<file path="src/rtl/prim_pkg.sv">
// Differential wire types shared by alert senders and receivers.
package prim_pkg;

  typedef struct packed {
    logic alert_p;
    logic alert_n;
  } alert_tx_t;

  typedef struct packed {
    logic ping_p;
    logic ping_n;
    logic ack_p;
    logic ack_n;
  } alert_rx_t;

endpackage

</file>
<file path="src/rtl/alert_handshake_rx_pkg.sv">
// Shared types and defaults for the alert handshake receiver.
package alert_handshake_rx_pkg;

  typedef enum logic [1:0] {
    Idle    = 2'd0,
    AckWait = 2'd1,
    Pause   = 2'd2
  } state_e;

  localparam int PingCntW           = 16;
  localparam int PauseCntW          = 4;
  localparam int PauseCyclesDefault = 2;
  localparam int PingTimeoutDefault = 255;

  // Quiescent (no alert) value of the differential alert pair.
  localparam prim_pkg::alert_tx_t AlertTxIdle = '{alert_p: 1'b0, alert_n: 1'b1};

endpackage

</file>
<file path="src/rtl/alert_rx_sampler.sv">
// Input sampler for the alert pair: one register, or a 2-flop synchronizer
// when ALERT_RX_SYNC_EN is defined.
module alert_rx_sampler
  import prim_pkg::*;
  import alert_handshake_rx_pkg::*;
(
  input  logic      clk_i,
  input  logic      rst_i,
  input  alert_tx_t alert_tx_i,
  output alert_tx_t alert_tx_o
);

`ifdef ALERT_RX_SYNC_EN
  alert_tx_t sync_p0;
  alert_tx_t sample_p1;

  // p0: metastability capture, p1: stable sample
  always_ff @(posedge clk_i) begin
    if (rst_i) begin
      sync_p0   <= AlertTxIdle;
      sample_p1 <= AlertTxIdle;
    end else begin
      sync_p0   <= alert_tx_i;
      sample_p1 <= sync_p0;
    end
  end

  assign alert_tx_o = sample_p1;
`else
  alert_tx_t sample_p0;

  // p0: single sample register
  always_ff @(posedge clk_i) begin
    if (rst_i) begin
      sample_p0 <= AlertTxIdle;
    end else begin
      sample_p0 <= alert_tx_i;
    end
  end

  assign alert_tx_o = sample_p0;
`endif

endmodule

</file>
<file path="src/rtl/alert_handshake_rx.sv">
// Alert receiver: acknowledges differential alerts, issues pings and checks
// pair integrity. ALERT_RX_SYNC_EN adds a synchronizer stage on the input.
module alert_handshake_rx
  import prim_pkg::*;
  import alert_handshake_rx_pkg::*;
#(
  parameter int PauseCycles = PauseCyclesDefault,
  parameter int PingTimeout = PingTimeoutDefault
) (
  input  logic      clk_i,
  input  logic      rst_i,
  input  alert_tx_t alert_tx_i,
  output alert_rx_t alert_rx_o,
  input  logic      ping_req_i,
  output logic      ping_ok_o,
  output logic      ping_fail_o,
  output logic      alert_o,
  output logic      integ_fail_o
);

  localparam logic [PauseCntW-1:0] PauseLast = PauseCntW'(PauseCycles - 1);
  localparam logic [PingCntW-1:0]  PingLimit = PingCntW'(PingTimeout);

  function automatic logic [PingCntW-1:0] sat_inc(input logic [PingCntW-1:0] v);
    return (&v) ? v : v + 1'b1;
  endfunction

  alert_tx_t             tx_s;
  state_e                state_q, state_d;
  logic [PauseCntW-1:0]  pause_cnt_q, pause_cnt_d;
  logic [PingCntW-1:0]   ping_cnt_q, ping_cnt_d, ping_cnt_inc;
  logic                  ping_pend_q, ping_pend_d;
  logic                  ping_p_q, ping_p_d, ping_n_q, ping_n_d;
  logic                  alert_q, alert_d, ping_ok_q, ping_ok_d, ping_fail_q, ping_fail_d;
  logic                  integ_fail, tx_alert, tx_release, handshake;

  alert_rx_sampler u_sampler (
    .clk_i      (clk_i),
    .rst_i      (rst_i),
    .alert_tx_i (alert_tx_i),
    .alert_tx_o (tx_s)
  );

  assign integ_fail   = (tx_s.alert_p == tx_s.alert_n);
  assign tx_alert     = tx_s.alert_p & ~tx_s.alert_n;
  assign tx_release   = ~tx_s.alert_p & tx_s.alert_n;
  assign ping_cnt_inc = sat_inc(ping_cnt_q);

  always_comb begin
    state_d     = state_q;
    pause_cnt_d = pause_cnt_q;
    ping_pend_d = ping_pend_q;
    ping_cnt_d  = ping_cnt_q;
    ping_p_d    = ping_p_q;
    ping_n_d    = ping_n_q;
    alert_d     = 1'b0;
    ping_ok_d   = 1'b0;
    ping_fail_d = 1'b0;
    handshake   = 1'b0;

    if (integ_fail) begin
      state_d     = Idle;
      pause_cnt_d = '0;
    end else begin
      case (state_q)
        Idle: begin
          if (tx_alert) begin
            state_d   = AckWait;
            handshake = 1'b1;
          end
        end
        AckWait: begin
          if (tx_release) begin
            state_d     = Pause;
            pause_cnt_d = '0;
          end
        end
        Pause: begin
          // Alerts seen here are deliberately ignored until Idle is reached.
          if (pause_cnt_q == PauseLast) begin
            state_d = Idle;
          end else begin
            pause_cnt_d = pause_cnt_q + 1'b1;
          end
        end
        default: state_d = Idle;
      endcase
    end

    // A response on the timeout cycle takes priority over the failure.
    if (ping_pend_q) begin
      ping_cnt_d = ping_cnt_inc;
      if (handshake) begin
        ping_ok_d   = 1'b1;
        ping_pend_d = 1'b0;
        ping_cnt_d  = '0;
      end else if (ping_cnt_inc == PingLimit) begin
        ping_fail_d = 1'b1;
        ping_pend_d = 1'b0;
        ping_cnt_d  = '0;
      end
    end else begin
      alert_d = handshake;
      if (ping_req_i) begin
        ping_p_d    = ~ping_p_q;
        ping_n_d    = ~ping_n_q;
        ping_pend_d = 1'b1;
        ping_cnt_d  = '0;
      end
    end
  end

  always_ff @(posedge clk_i) begin
    if (rst_i) begin
      state_q     <= Idle;
      pause_cnt_q <= '0;
      ping_pend_q <= 1'b0;
      ping_cnt_q  <= '0;
      ping_p_q    <= 1'b0;
      ping_n_q    <= 1'b1;
      alert_q     <= 1'b0;
      ping_ok_q   <= 1'b0;
      ping_fail_q <= 1'b0;
    end else begin
      state_q     <= state_d;
      pause_cnt_q <= pause_cnt_d;
      ping_pend_q <= ping_pend_d;
      ping_cnt_q  <= ping_cnt_d;
      ping_p_q    <= ping_p_d;
      ping_n_q    <= ping_n_d;
      alert_q     <= alert_d;
      ping_ok_q   <= ping_ok_d;
      ping_fail_q <= ping_fail_d;
    end
  end

  // Ack is withdrawn immediately while the sampled pair is inconsistent.
  assign alert_rx_o.ack_p  = (state_q == AckWait) & ~integ_fail;
  assign alert_rx_o.ack_n  = ~alert_rx_o.ack_p;
  assign alert_rx_o.ping_p = ping_p_q;
  assign alert_rx_o.ping_n = ping_n_q;

  assign alert_o      = alert_q;
  assign ping_ok_o    = ping_ok_q;
  assign ping_fail_o  = ping_fail_q;
  assign integ_fail_o = integ_fail;

endmodule

</file>
<file path="config.mk">
export PLATFORM = sky130hd
export DESIGN_NAME = alert_handshake_rx
export DESIGN_NICKNAME = d
export VERILOG_FILES = /design/src/rtl/prim_pkg.sv /design/src/rtl/alert_handshake_rx_pkg.sv /design/src/rtl/alert_rx_sampler.sv /design/src/rtl/alert_handshake_rx.sv
export SDC_FILE = /design/constraint.sdc
export NUM_CORES = 1
export LEC_CHECK = 0
export BUFFER_PORTS_ARGS = -buffer_cell sky130_fd_sc_hd__buf_2
export CAP_MARGIN = 15
export CORE_ASPECT_RATIO = 1.25
export CORE_MARGIN = 10
export CORE_UTILIZATION = 50
export DETAILED_ROUTE_END_ITERATION = 16
export PLACE_DENSITY = 0.65
export SYNTH_ARGS = -nofsm -noshare
export SYNTH_HDL_FRONTEND = slang
export SYNTH_SLANG_ARGS = --single-unit
</file>
<file path="constraint.sdc">
create_clock -name clk_i -period 3.07 [get_ports clk_i]
set_input_delay 0.1535 -clock clk_i [delete_from_list [all_inputs] [get_ports clk_i]]
set_output_delay 0.1535 -clock clk_i [all_outputs]
set_load 0.01 [all_outputs]
</file>
### Word-level counts from Yosys, hierarchy flattened

Cells that the tools add are included.

| operators by class | value |
|---|---|
| reduce and logical (&&, ||, !) cells | 11 |
| muxes and demuxes | 21 |
| eq/ne operators | 9 |
| add/sub/neg operators | 2 |
| bitwise logic cells | 10 |

Operators by type and width:

| kind | number |
|---|---|
| 2-to-1 mux 16 bit | 5 |
| adder 16 x 1 -> 16 bit, second input constant | 1 |
| == test 16 x 8 -> 1 bit, second input constant | 1 |
| AND reduction 16 bit | 1 |
| 2-to-1 mux 1 bit | 9 |
| 2-to-1 mux 4 bit | 2 |
| != test 2 bit, second input constant | 4 |
| case mux 4 bit (2 select lines) | 1 |
| inverter 1 bit | 7 |
| 2-to-1 mux 2 bit | 3 |
| case mux 2 bit (3 select lines) | 1 |
| AND reduction 3 bit | 2 |
| OR reduction 2 bit | 3 |
| adder 4 x 1 -> 4 bit, second input constant | 1 |
| == test 4 x 1 -> 1 bit, second input constant | 1 |
| nonzero test 2 bit | 2 |
| bitwise AND 1 bit | 3 |
| OR reduction 3 bit | 1 |
| == test 2 x 1 -> 1 bit, second input constant | 1 |
| == test 2 bit, second input constant | 1 |
| logical NOT 2 bit | 1 |
| AND reduction 2 bit | 1 |
| == test 1 bit | 1 |

| word-level totals | value |
|---|---|
| word-level logic and storage cells | 64 |
| output and inout bits | 8 |
| input port bits | 5 |
| flip-flop bits (word level) | 30 |

### Logic depth before layout (Yosys ltp)

Gate-level depths: netlist of run 1.

| logic depth | value |
|---|---|
| word-level depth | 7 |
| mapped depth | 10 |

### Modules after synthesis

Synthesis of run 1 repeated with hierarchy kept, for this count alone.

| second synthesis, totals | value |
|---|---|
| cell total of the unflattened synthesis | 222 |
| area total of the unflattened synthesis | 1848.0 um2 |

By module, submodules not included:

| module | cells each | sequential area each (um2) | area each (um2) | instances |
|---|---|---|---|---|
| alert_handshake_rx | 218 | 560.5 | 1793.0 | 1 |
| alert_rx_sampler | 4 | 40.0 | 55.1 | 1 |

### Worst setup path before layout of run 1

OpenSTA, ideal clock, no wires.

| timing | value |
|---|---|
| path type | flip-flop to flip-flop |
| start | reg ping_cnt_q[0] |
| end | reg ping_cnt_q[3] |
| period minus slack after synthesis | 2.463 ns |
| stages on the path, launching flop included | 10 |
| arrival time | 2.337 ns |
| data required time | 2.945 ns |
| buffers on the path | 1 |
| slack | 0.607 ns |
| path through | dfxtp_1 > ha_1 > nand3_1 > nor4_1 > mux2i_1 > and4_2 > nand4b_2 > buf_6 > a22oi_1 > o31ai_1 |

| between the ends | value |
|---|---|
| word-level cells in the longest chain between the ends | 6 |
| elaborated cells on any way between the ends | 7 |

RTL lines:

| element | RTL line | source |
|---|---|---|
| start: declaration | alert_handshake_rx.sv:31 | `logic [PingCntW-1:0] ping_cnt_q, ping_cnt_d, ping_cnt_inc;` |
| start signal: assignment | alert_handshake_rx.sv:128 | `ping_cnt_q <= ping_cnt_d;` |
| adder 16 x 1 -> 16 bit or AND reduction 16 bit (tied branches) | alert_handshake_rx.sv:25 | `return (&v) ? v : v + 1'b1;` |
| 2-to-1 mux 16 bit (*) | alert_handshake_rx.sv:25 |  |
| == test 16 x 8 -> 1 bit | alert_handshake_rx.sv:97 | `end else if (ping_cnt_inc == PingLimit) begin` |
| 2-to-1 mux 16 bit (*) | alert_handshake_rx.sv:97 |  |
| 2-to-1 mux 16 bit (*) | alert_handshake_rx.sv:93 | `if (handshake) begin` |
| 2-to-1 mux 16 bit (*) | alert_handshake_rx.sv:91 | `if (ping_pend_q) begin` |

Every way passes the cells marked *; elsewhere a longest branch is shown, timed or not.
A chain may end at the register's enable or synchronous reset.

### Final worst setup path of run 1

| timing | value |
|---|---|
| start | reg ping_cnt_q[2] |
| end | reg ping_cnt_q[2] |

The elaborated chain is that of the path after synthesis.

==> impl_results.md, run 1 <==
* Reg clk slew, reported paths at 0.06 ns
* Most frequent cells in the layout: dfxtp_1 (30), nand2_1 (23), nor2_1 (20), buf_2 (12)
* Post-route cell area at 2010 sq um
* Final Skew at 0.00543 ns
* CTS tree: done
* Mean post-synth cell area at 8.11 sq um
* Hold Buf Count CTS at 0
* Synthesis warning total at 0
* 1st-iter DRT viols at 119
* Setup TNS at 0 ns
* Total number of vias at 1676
* Clk Tree Root Cell: clkbuf_8
* Post-synthesis async set-or-reset flop share at 0%
* Cells after synthesis at 227
* Placed cell areas at 1910 sq um
* Syn Nets at 237
* Top_reg_cell synth: dfxtp_1
* Diodes inserted at 0
* CP Launch Type: flip-flop
* Clk_lat worst skew at 0.28 ns
* Slew @ Worst Pin at 1.11 ns
* Via/cell ratio at 6.07
* Fillers at 320
* Dominant cell type by area after synthesis: dfxtp_1
* Period utilisation layout at 91.6%
* Run status: complete, no violations
* Grt total ovfl at 0
* Synth top area cells: dfxtp_1 (33%), nand2_1 (4.7%), nor2_1 (4.1%), ha_1 (3.4%), a21oi_1 (3.0%)
* Chip width at 74.3 microns
* I/O Buffers at 12
* CP max FO at 12
* Multi-input gate area at 1140 sq um
* Vias in the first global route at 1663
* Placer Congestion at 0.844
* Seq. cell area at 601 sq um
* # clock sinks at 30
* Worst EP arrival at 2.96 ns
* Post-synthesis register bit count at 30
* Worst vdd ir at 0.358 mV
* Row cnt at 24
* First-pass GRT wire length at 7660 microns
* Drt drc at 0
* I/O pins at 13
* Critical path type: flip-flop to flip-flop
* Headroom to the max-slew limit at 25.6%
* Period minus WS final at 2.81 ns
* Core ar. at 3510 sq um
* GR Util All Layers at 14.3%
* Largest net degree at the start of global routing at 16
* Dpl hpwl at 3270 microns
* Crit-path cells: nand4_4 -> or3_2 -> xnor2_1 -> o31ai_1 -> nand4b_4 -> nand2_2 -> o311ai_1
* Initial core utilization at 52.4%
* CP Buf/Inv Count at 0
* Detail Route Antenna Nets at 0
* Worst path max stage delay at 0.57 ns
* Share of layout cells above drive strength 1 at 18.6%
* Longest Clk Path Bufs at 2
* Flop-to-flop setup slack at 0.26 ns
* Post-synthesis sequential area ratio at 32.6%
* Max cap viols at 0
* Synth Cell Area at 1840 sq um
* Pwr/cell area at 377 nW/um^2
* Yosys top cell area share at 32.6%
* Final number of setup-violating endpoints at 0
* Die Area at 6530 sq um
* Initial antenna violation count at 0
* Worst min path class: primary input to flip-flop
* Nets at 247
* Worst EP required at 3.22 ns
* Post-CTS Setup Bufs at 0
* Area growth syn-to-layout at 9.24%
* Number of failing hold endpoints at the final stage at 0
* CP top delay family: simple AND/OR/NAND/NOR gates
* Routed len/inst at 15.7 microns
* CTS Buf Count at 5
* Lkg Pwr at 0.727 nW
* Routed WL at 4330 microns
* Post-synth EDFFs at 0
* Slew Limit Fails at 0
* Most common cell after layout, fill and taps aside: dfxtp_1
* TritonRoute pass-1 iters at 4
* Netlist cell types at 50
* Endpoint class of the critical path: flip-flop
* CTS H-Tree Depth at 2
* Die H at 87.9 microns
* Slowest stage cell, crit path: or3_2
* RSZ-0062 raised after global routing: false
* Max Freq at 0.355 GHz
==> report_power, final <==
group / internal, mW / switching [mW] / leakage (nW) / total [mW]
registers: 0.397 / 0.00858 / 0.243 / 0.406
clock network: 0.152 / 0.146 / 0.0438 / 0.297
logic: 0.0212 / 0.0349 / 0.440 / 0.0561
total: 0.570 / 0.189 / 0.727 / 0.759
==> per-stage QoR <==
step / power (mW) / util [%] / setup slack (ns) / hold WS [ns] / std cells
floorplan: 0.455 / - / 0.607 / 0.257 / 227
global placement: 0.469 / 54.3 / 0.278 / 0.342 / 269
detailed placement: 0.471 / 54.3 / 0.149 / 0.344 / 269
CTS: 0.768 / 56.6 / 0.140 / 0.0568 / 276
global route: 0.793 / 57.3 / 0.0311 / 0.0728 / 276
finish: 0.759 / 57.3 / 0.257 / 0.0623 / 276
==> logic make-up after synthesis <==
group	count (synthesis)	share of synthesized area, %
multiplexers	5	2.72
buffers and inverters	24	6.73
AND/OR/NAND/NOR	109	34.1
AO/OA/AOI/OAI	46	16.6
XOR/XNOR	8	3.80
adder cells (fa/ha/maj)	5	3.40
flip-flops	30	32.6
==> cell usage after synthesis, types with 2 or more instances <==
master,number
a21oi_1,11
o311ai_1,2
nand3_1,11
nor3_1,7
a22oi_1,3
a31oi_1,5
nand2b_1,3
buf_2,5
nor2b_1,2
or2_2,3
ha_1,5
mux2i_1,5
o31ai_1,4
dfxtp_1,30
buf_4,2
o21ai_1,3
nand4_2,2
nor4_1,5
or3_1,4
nand2_1,23
or4_1,2
o211ai_1,2
nand3b_1,2
nor2_1,20
inv_1,8
xor2_1,3
clkbuf_2,2
clkbuf_1,5
a211oi_1,2
and3_1,4
or3_2,3
nor3b_1,3
nand4_1,6
and4_2,2
o21ai_0,9
xnor2_1,5
==> cell type report <==
| type | count | share of cell area (%) |
|---|---|---|
| repair buffers | 19 | 5.60 |
| well taps | 39 | 2.43 |
| multi-input cells | 173 | 56.7 |
| inverters | 8 | 1.49 |
| flip-flops and latches | 30 | 29.9 |
| clock inverters | 2 | 0.498 |
| clock buffers | 5 | 3.42 |
==> metal layers <==
metal / GRT usage (%) / wire (microns)
met1: 17.4 / 1910
met4: 6.50 / 109
met3: 3.06 / 200
met5: 0 / 0
met2: 23.4 / 2110
==> registers in the layout, indices dropped and copies added (netlist names) <==
register and flops:
ping_n_q 1, alert_o 1, ping_fail_o 1, pause_cnt_q 4, ping_ok_o 1, ping_cnt_q 16, u_sampler.alert_tx_o 2, ping_pend_q 1
state_q 2, ping_p_q 1
==> final timing paths <==
path / end / cells past startpoint / from
worst max-delay path: ping_cnt_q[2] / 7 / ping_cnt_q[2]
worst min-delay path: u_sampler.alert_tx_o[0] / 2 / alert_tx_i[0]
worst max register to register: ping_cnt_q[2] / 7 / ping_cnt_q[2]
worst min register to register: state_q[0] / 1 / state_q[1]
==> what timing repair did <==
action                                  CTS  global route
endpoints found under the setup margin    0            14
resized for setup                         0             3
hold endpoints to repair                  0             0
No activity file was read; power rests on OpenSTA's default activity.
==> run 2: changes to the inputs <==
--- a/config.mk
+++ b/config.mk
@@ -5,11 +5,13 @@
 export SDC_FILE = /design/constraint.sdc
 export NUM_CORES = 1
 export LEC_CHECK = 0
+export ABC_AREA = 1
 export BUFFER_PORTS_ARGS = -buffer_cell sky130_fd_sc_hd__buf_2
-export CAP_MARGIN = 15
+export CAP_MARGIN = 20
 export CORE_ASPECT_RATIO = 1.25
 export CORE_MARGIN = 10
 export CORE_UTILIZATION = 50
+export CTS_BUF_LIST = sky130_fd_sc_hd__clkbuf_8
 export DETAILED_ROUTE_END_ITERATION = 16
 export PLACE_DENSITY = 0.65
 export SYNTH_ARGS = -nofsm -noshare
==> run 2 against run 1 <==
  * Area after synthesis up 0.95%
  * Cell count rose by 18%
  * Largest cell class unchanged
  * First-iteration DRC count down 17%
  * Synthesized cell count rose by 21%
  * Largest power group unchanged
  * Clock power is 7.4% higher
  * Worst setup slack better by 0.81 ns
  * Power rose by 2.3%
  * Via count grew 0.48%
  * Critical path depth up 5
  * Non-clock buffer count shrank 7
  * Utilization decreased by 1.2 points
==> impl_results.md, run 2 <==
* Run status: complete, no violations
* Most frequent cells in the layout: nand2_1 (73), nor2_1 (30), dfxtp_1 (30), inv_1 (28), a21oi_1 (26)
* Slew @ Worst Pin at 0.693 ns (-0.414 ns)
* Core ar. at 3540 sq um (+0.85%)
* Dpl hpwl at 3050 microns (-6.8%)
* Worst hold slack at 0.0529 ns (-0.00940 ns)
* Power, Total at 777 uW (+2.3%)
* Post-synthesis register bit count at 30 (unchanged)
* Hold path cells at 2 (unchanged)
* CTS H-Tree Depth at 2 (unchanged)
* Slew Limit Fails at 0 (unchanged)
* Max cap viols at 0 (unchanged)
* Worst EP arrival at 2.15 ns (-0.81 ns)
* GR Util All Layers at 13.4% (-0.98 points)
* Placer Congestion at 0.950 (+13%)
* Total number of vias at 1684 (+0.48%)
* I/O Buffers at 12 (unchanged)
* Largest net degree at the start of global routing at 26 (+10)
* Drt drc at 0 (unchanged)
* Synth top area cells: dfxtp_1 (32%), nand2_1 (15%), a21oi_1 (7.0%), nor2_1 (6.1%), nand3_1 (5.9%)
* Final Skew at 0.00487 ns (-0.000562 ns)
* Netlist cell types at 31 (-38%)
* Hold Buf Count CTS at 0 (unchanged)
* First-pass GRT wire length at 6870 microns (-10%)
* TritonRoute pass-1 iters at 4 (unchanged)
* Mean post-synth cell area at 6.79 sq um (-16%)
* Pwr/cell area at 391 nW/um^2 (+3.5%)
* Crit-path cells: ha_1 -> nand2_2 -> nor2_4 -> nand2_4 -> nor2_8 -> a21oi_2 -> nor2_1 -> nand2_2 -> nor2_2 -> nand2_4 -> nand3_1 -> a21oi_1
* Top post-synthesis cells by count: nand2_1 (73), dfxtp_1 (30), nor2_1 (30), inv_1 (27), a21oi_1 (26)
* Reg2Reg Depth at 12 (+5)
* CP top delay family: simple AND/OR/NAND/NOR gates
* Synthesis warning total at 0 (unchanged)
* Setup TNS at 0 ns (unchanged)
* Dominant cell type by area after synthesis: dfxtp_1
* Syn Nets at 284 (+20%)
* Worst setup margin at 1.07 ns (+0.813 ns)
* Die H at 88.2 microns (+0.37%)
* I/O pins at 13 (unchanged)
* Clk_lat worst skew at 0.28 ns (about the same)
* Period utilisation layout at 65.1% (-26 points)
* Reg2reg start: ping_cnt_q[0]
* Via/cell ratio at 5.17 (-15%)
* Post-CTS Setup Bufs at 0 (unchanged)
* Clk Tree Root Cell: clkbuf_8
* Longest Clk Path Bufs at 2 (unchanged)
* Share of layout cells above drive strength 1 at 16.4% (-2.2 points)
* 1st-iter DRT viols at 99 (-17%)
* Yosys top cell area share at 32.3% (-0.31 points)
* DP Worst Slack at 1.12 ns (+0.971 ns)
* Initial antenna violation count at 0 (unchanged)
* Placed cell areas at 1900 sq um (-0.66%)
* Initial core utilization at 52.5% (about the same)
* Synth Cell Area at 1860 sq um (+0.95%)
* Top_reg_cell synth: dfxtp_1
* Worst min path class: primary input to flip-flop
* Regs by FF count: ping_cnt_q: 16 flops, pause_cnt_q: 4 flops
* Utilization after layout at 56.1% (-1.2 points)
* Period minus WS final at 2.00 ns (-0.813 ns)
* Cells after synthesis at 274 (+21%)
* Max reg flops at 16 (unchanged)
* Worst EP required at 3.22 ns (about the same)
* Vias in the first global route at 1584 (-4.8%)
* CTS tree: done
* Leading cell type by number of instances after synthesis: nand2_1
* WP depth at 12 (+5)
* Critical path type: flip-flop to flip-flop
* Lkg Pwr at 0.842 nW (+16%)
* Post-synthesis sequential area ratio at 32.3% (-0.31 points)
* Routed len/inst at 12.2 microns (-22%)
* Grt total ovfl at 0 (unchanged)
* RSZ-0062 raised after global routing: false
* Nets at 296 (+20%)
* Endpoint class of the critical path: flip-flop
* Diodes inserted at 0 (unchanged)
* Setup crit start: ping_cnt_q[0]
* Reg clk slew, reported paths at 0.06 ns (about the same)
* Final Non-Filler Cells at 326 (+18%)
* CTS Buf Count at 5 (unchanged)
* Most common cell after layout, fill and taps aside: nand2_1
* Slowest stage cell, crit path: dfxtp_1
* # clock sinks at 30 (unchanged)
* Chip width at 74.5 microns (+0.34%)
* CP Buf/Inv Count at 0 (unchanged)
* Final number of setup-violating endpoints at 0 (unchanged)
* Max Freq at 0.500 GHz (+41%)
* Post-route cell area at 1990 sq um (-1.2%)
* Biggest register: ping_cnt_q
* Headroom to the max-slew limit at 53.7% (+28 points)
* Post-synth EDFFs at 0 (unchanged)
* Number of failing hold endpoints at the final stage at 0 (unchanged)
* Row cnt at 24 (unchanged)
* Routed WL at 3970 microns (-8.3%)
* Post_cts resized at 0 (unchanged)
* Worst path max stage delay at 0.39 ns (-0.18 ns)
* CP max FO at 10 (-2)
* Area growth syn-to-layout at 6.93%
* Die Area at 6570 sq um (+0.71%)
* Placed cell count at 318 (+18%)
* Worst vdd ir at 0.337 mV (-5.7%)
* HP Start: alert_tx_i[0]
* CP Launch Type: flip-flop
* Detail Route Antenna Nets at 0 (unchanged)
* Post-synthesis async set-or-reset flop share at 0% (unchanged)
run 2: final cells by class:
| cell class | instances | area, sq um |
|---|---|---|
| fillers | 361 | 1560 |
| multi-input cells | 208 | 1080 |
| flip-flops and latches | 30 | 601 |
| inverters | 29 | 111 |
| clock buffers | 6 | 82.6 |
| repair buffers | 12 | 60.1 |
| well taps | 39 | 48.8 |
| clock inverters | 2 | 8.76 |
run 2: worst reg2reg max path: stages (launching register included):
cell	delay, ns
dfxtp_1	0.39
ha_1	0.22
nand2_2	0.09
nor2_4	0.16
nand2_4	0.11
nor2_8	0.18
a21oi_2	0.07
nor2_1	0.13
nand2_2	0.08
nor2_2	0.15
nand2_4	0.11
nand3_1	0.09
a21oi_1	0.06
run 2: cell families after synthesis:
group | Yosys count | share of synthesized area, %
AO/OA/AOI/OAI | 38 | 11.0
XOR/XNOR | 3 | 1.41
adder cells (fa/ha/maj) | 5 | 3.36
buffers and inverters | 36 | 9.82
flip-flops | 30 | 32.3
AND/OR/NAND/NOR | 162 | 42.1
run 2: final timing paths:
path                                                 to  slack, ns
worst max-delay path                      ping_cnt_q[6]       1.07
worst min-delay path            u_sampler.alert_tx_o[0]       0.05
worst max register to register            ping_cnt_q[6]       1.07
worst min register to register           ping_cnt_q[15]       0.50
run 2: power breakdown:
part,internal (mW),switching [mW]
registers,0.397,0.00799
logic,0.0170,0.0356
clock network,0.177,0.142
total,0.591,0.186
run 2: per-layer routing:
| metal | GRT usage [%] | vias to the layer above | wire [microns] |
|---|---|---|---|
| li1 | - | 904 | - |
| met1 | 15.4 | 745 | 1890 |
| met2 | 22.0 | 26 | 1850 |
| met3 | 3.17 | 9 | 123 |
| met4 | 7.41 | 0 | 102 |
| met5 | 0 | - | 0 |
==> run 3: changes to the inputs <==
==> constraint.sdc (replaced) <==
create_clock -name clk_i -period 1.9 [get_ports clk_i]
set_input_delay 0.095 -clock clk_i [delete_from_list [all_inputs] [get_ports clk_i]]
set_output_delay 0.095 -clock clk_i [all_outputs]
set_load 0.01 [all_outputs]
==> run 3 against run 2 <==
  * The flow now finishes with violations (negative setup slack)
  * Combinational power increased by 92%
  * Global-route usage grew 1.0 points
  * Maximum frequency rose by 5.1%
  * Sequential share of layout area decreased by 3.0 points
  * Cell count up 4.9%
  * Power rose by 63%
  * Clock-buffer cell count did not move
  * Sequential cell count is the same
  * Cell area up 12%
  * Utilization rose by 6.6 points
==> impl_results.md, run 3 (synthesis gave the netlist of run 2 again) <==
* Placer Congestion at 0.990 (+4.3%)
* Max Freq at 0.525 GHz (+5.1%)
* Initial core utilization at 52.5% (unchanged)
* First-pass GRT wire length at 7480 microns (+8.8%)
* Power, Total at 1.27 mW (+63%)
* Hold path cells at 3 (+1)
* Longest Clk Path Bufs at 2 (unchanged)
* 1st-iter DRT viols at 83 (-16%)
* Clk Tree Root Cell: clkbuf_8
* Row cnt at 24 (unchanged)
* Number of failing hold endpoints at the final stage at 0 (unchanged)
* HP Start: alert_tx_i[1]
* Worst EP required at 2.04 ns (-1.18 ns)
* Endpoint class of the critical path: flip-flop
* Pwr/cell area at 571 nW/um^2 (+46%)
* Drt drc at 0 (unchanged)
* Slew @ Worst Pin at 0.549 ns (-0.144 ns)
* Clock power frac at 40.5% (-0.6 points)
* Routed WL at 4420 microns (+11%)
* Internal power at 962 uW (+63%)
* Worst setup margin at -0.00301 ns (-1.07 ns)
* Worst EP arrival at 2.05 ns (-0.10 ns)
* Worst min path class: primary input to flip-flop
* Critical path type: flip-flop to flip-flop
* Reg clk slew, reported paths at 0.06 ns (about the same)
* Max reg flops at 16 (unchanged)
* Lkg Pwr at 0.954 nW (+13%)
* Run status: complete, but fails checks
* Final Skew at 0.00321 ns (-0.00166 ns)
* Core ar. at 3540 sq um (unchanged)
* TritonRoute pass-1 iters at 4 (unchanged)
* Detail Route Antenna Nets at 0 (unchanged)
* Clk_lat worst skew at 0.28 ns (about the same)
* Vias in the first global route at 1720 (+8.6%)
* GR Util All Layers at 14.4% (+1.0 points)
* Failing checks: negative setup slack
* CP max FO at 6 (-4)
* Psw at 307 uW (+65%)
* Setup crit start: ping_cnt_q[1]
* Worst vdd ir at 0.565 mV (+67%)
* Most frequent cells in the layout: nand2_1 (69), inv_1 (28), nor2_1 (27), a21oi_1 (26), dfxtp_1 (26)
* Share of layout cells above drive strength 1 at 27.4% (+11 points)
* Met3 usage at 3.28% (+0.11 points)
* Utilization after layout at 62.7% (+6.6 points)
* Routing usage on met1 at 16.7% (+1.2 points)
* Max cap viols at 0 (unchanged)
* Sequential Power Share at 51.5% (-0.6 points)
* I/O pins at 13 (unchanged)
* Combinational share of power at 7.9% (+1.1 points)
* Grt total ovfl at 0 (unchanged)
* Period utilisation layout at 100% (+35 points)
* Most common cell after layout, fill and taps aside: nand2_1
* RSZ-0062 raised after global routing: true
* Via/cell ratio at 5.26 (+1.8%)
* Diodes inserted at 0 (unchanged)
* Reg2reg start: ping_cnt_q[1]
* Slew Limit Fails at 0 (unchanged)
* Switch share at 24.2% (+0.23 points)
* Dpl hpwl at 3280 microns (+7.6%)
* Met2 Usage GRT at 24.0% (+2.0 points)
* Biggest register: ping_cnt_q
* Placed cell areas at 1990 sq um (+4.7%)
* Die Area at 6570 sq um (unchanged)
* Nets at 312 (+5.4%)
* Post-route cell area at 2220 sq um (+12%)
* GRT Max-Usage Layer: met2
* Initial antenna violation count at 0 (unchanged)
* Largest net degree at the start of global routing at 26 (unchanged)
* Total number of vias at 1798 (+6.8%)
* Routed len/inst at 12.9 microns (+6.0%)
* DP Worst Slack at 0.0155 ns (-1.10 ns)
* Die H at 88.2 microns (unchanged)
* Period minus WS final at 1.90 ns (-0.0968 ns)
* CTS tree: done
* Final number of setup-violating endpoints at 1 (+1)
* CP Launch Type: flip-flop
* Chip width at 74.5 microns (unchanged)
* Worst hold slack at 0.0167 ns (-0.0362 ns)
* # clock sinks at 30 (unchanged)
* Placed cell count at 330 (+3.8%)
* Final Non-Filler Cells at 342 (+4.9%)
* CTS Buf Count at 5 (unchanged)
* Setup TNS at -0.00301 ns (-0.00301 ns)
* CTS H-Tree Depth at 2 (unchanged)
* Headroom to the max-slew limit at 63.3% (+9.6 points)
* I/O Buffers at 12 (unchanged)
* Area growth syn-to-layout at 19.5%
* Regs by FF count: ping_cnt_q: 16 flops, pause_cnt_q: 4 flops
* Reg2Reg Depth at 12 (unchanged)
==> run 3: changes by cell type in the layout (fill, tap and decap cells not counted), sizes merged <==
cell,before,now
buf,12,26
dlygate4sd3,0,1
nand2,82,83
==> run 3: final timing paths <==
path	slack (ns)	end
min reg2reg	0.51	ping_cnt_q[14]
min	0.02	u_sampler.alert_tx_o[1]
max	-0.003	ping_cnt_q[3]
max reg2reg	-0.003	ping_cnt_q[3]
==> run 3: routing by layer <==
layer | routed length [microns] | vias up
li1 | - | 942
met1 | 1970 | 821
met4 | 116 | 0
met5 | 0 | -
met3 | 158 | 8
met2 | 2170 | 27
==> run 3: critical path, stage by stage, from the launching register on <==
cell and delay [ns]:
dfxtp_2 0.35, ha_4 0.15, nand2_4 0.06, nor2_4 0.17, nand2_4 0.12, nor2_8 0.18
nand2_2 0.08, nand2_2 0.06, nand4_1 0.14, nor2_4 0.20, nand2_4 0.11, nand3_2 0.07
a21oi_1 0.06
==> run 3: repair_timing <==
| action | 4_1_cts | 5_1_grt |
|---|---|---|
| resized for setup | 0 | 30 |
| hold buffers | 1 | 0 |
| hold endpoints to repair | 1 | 0 |
| setup buffers | 0 | 2 |
| setup endpoints to repair | 0 | 10 |
==> run 3: area by class of cell <==
class / instances / area [sq um]
repair buffers: 27 / 175
clock inverters: 2 / 8.76
clock buffers: 6 / 82.6
well taps: 39 / 48.8
flip-flops and latches: 30 / 606
fillers: 357 / 1320
multi-input cells: 209 / 1190
inverters: 29 / 114
==> run 3: power by group through the flow <==
stage,sequential [mW],combinational [mW],clock (mW)
after floorplan,0.661,0.0824,0
after global placement,0.667,0.0936,0
after detailed placement,0.667,0.0942,0
after CTS,0.653,0.0961,0.537
after global routing,0.655,0.116,0.552
final,0.654,0.101,0.514
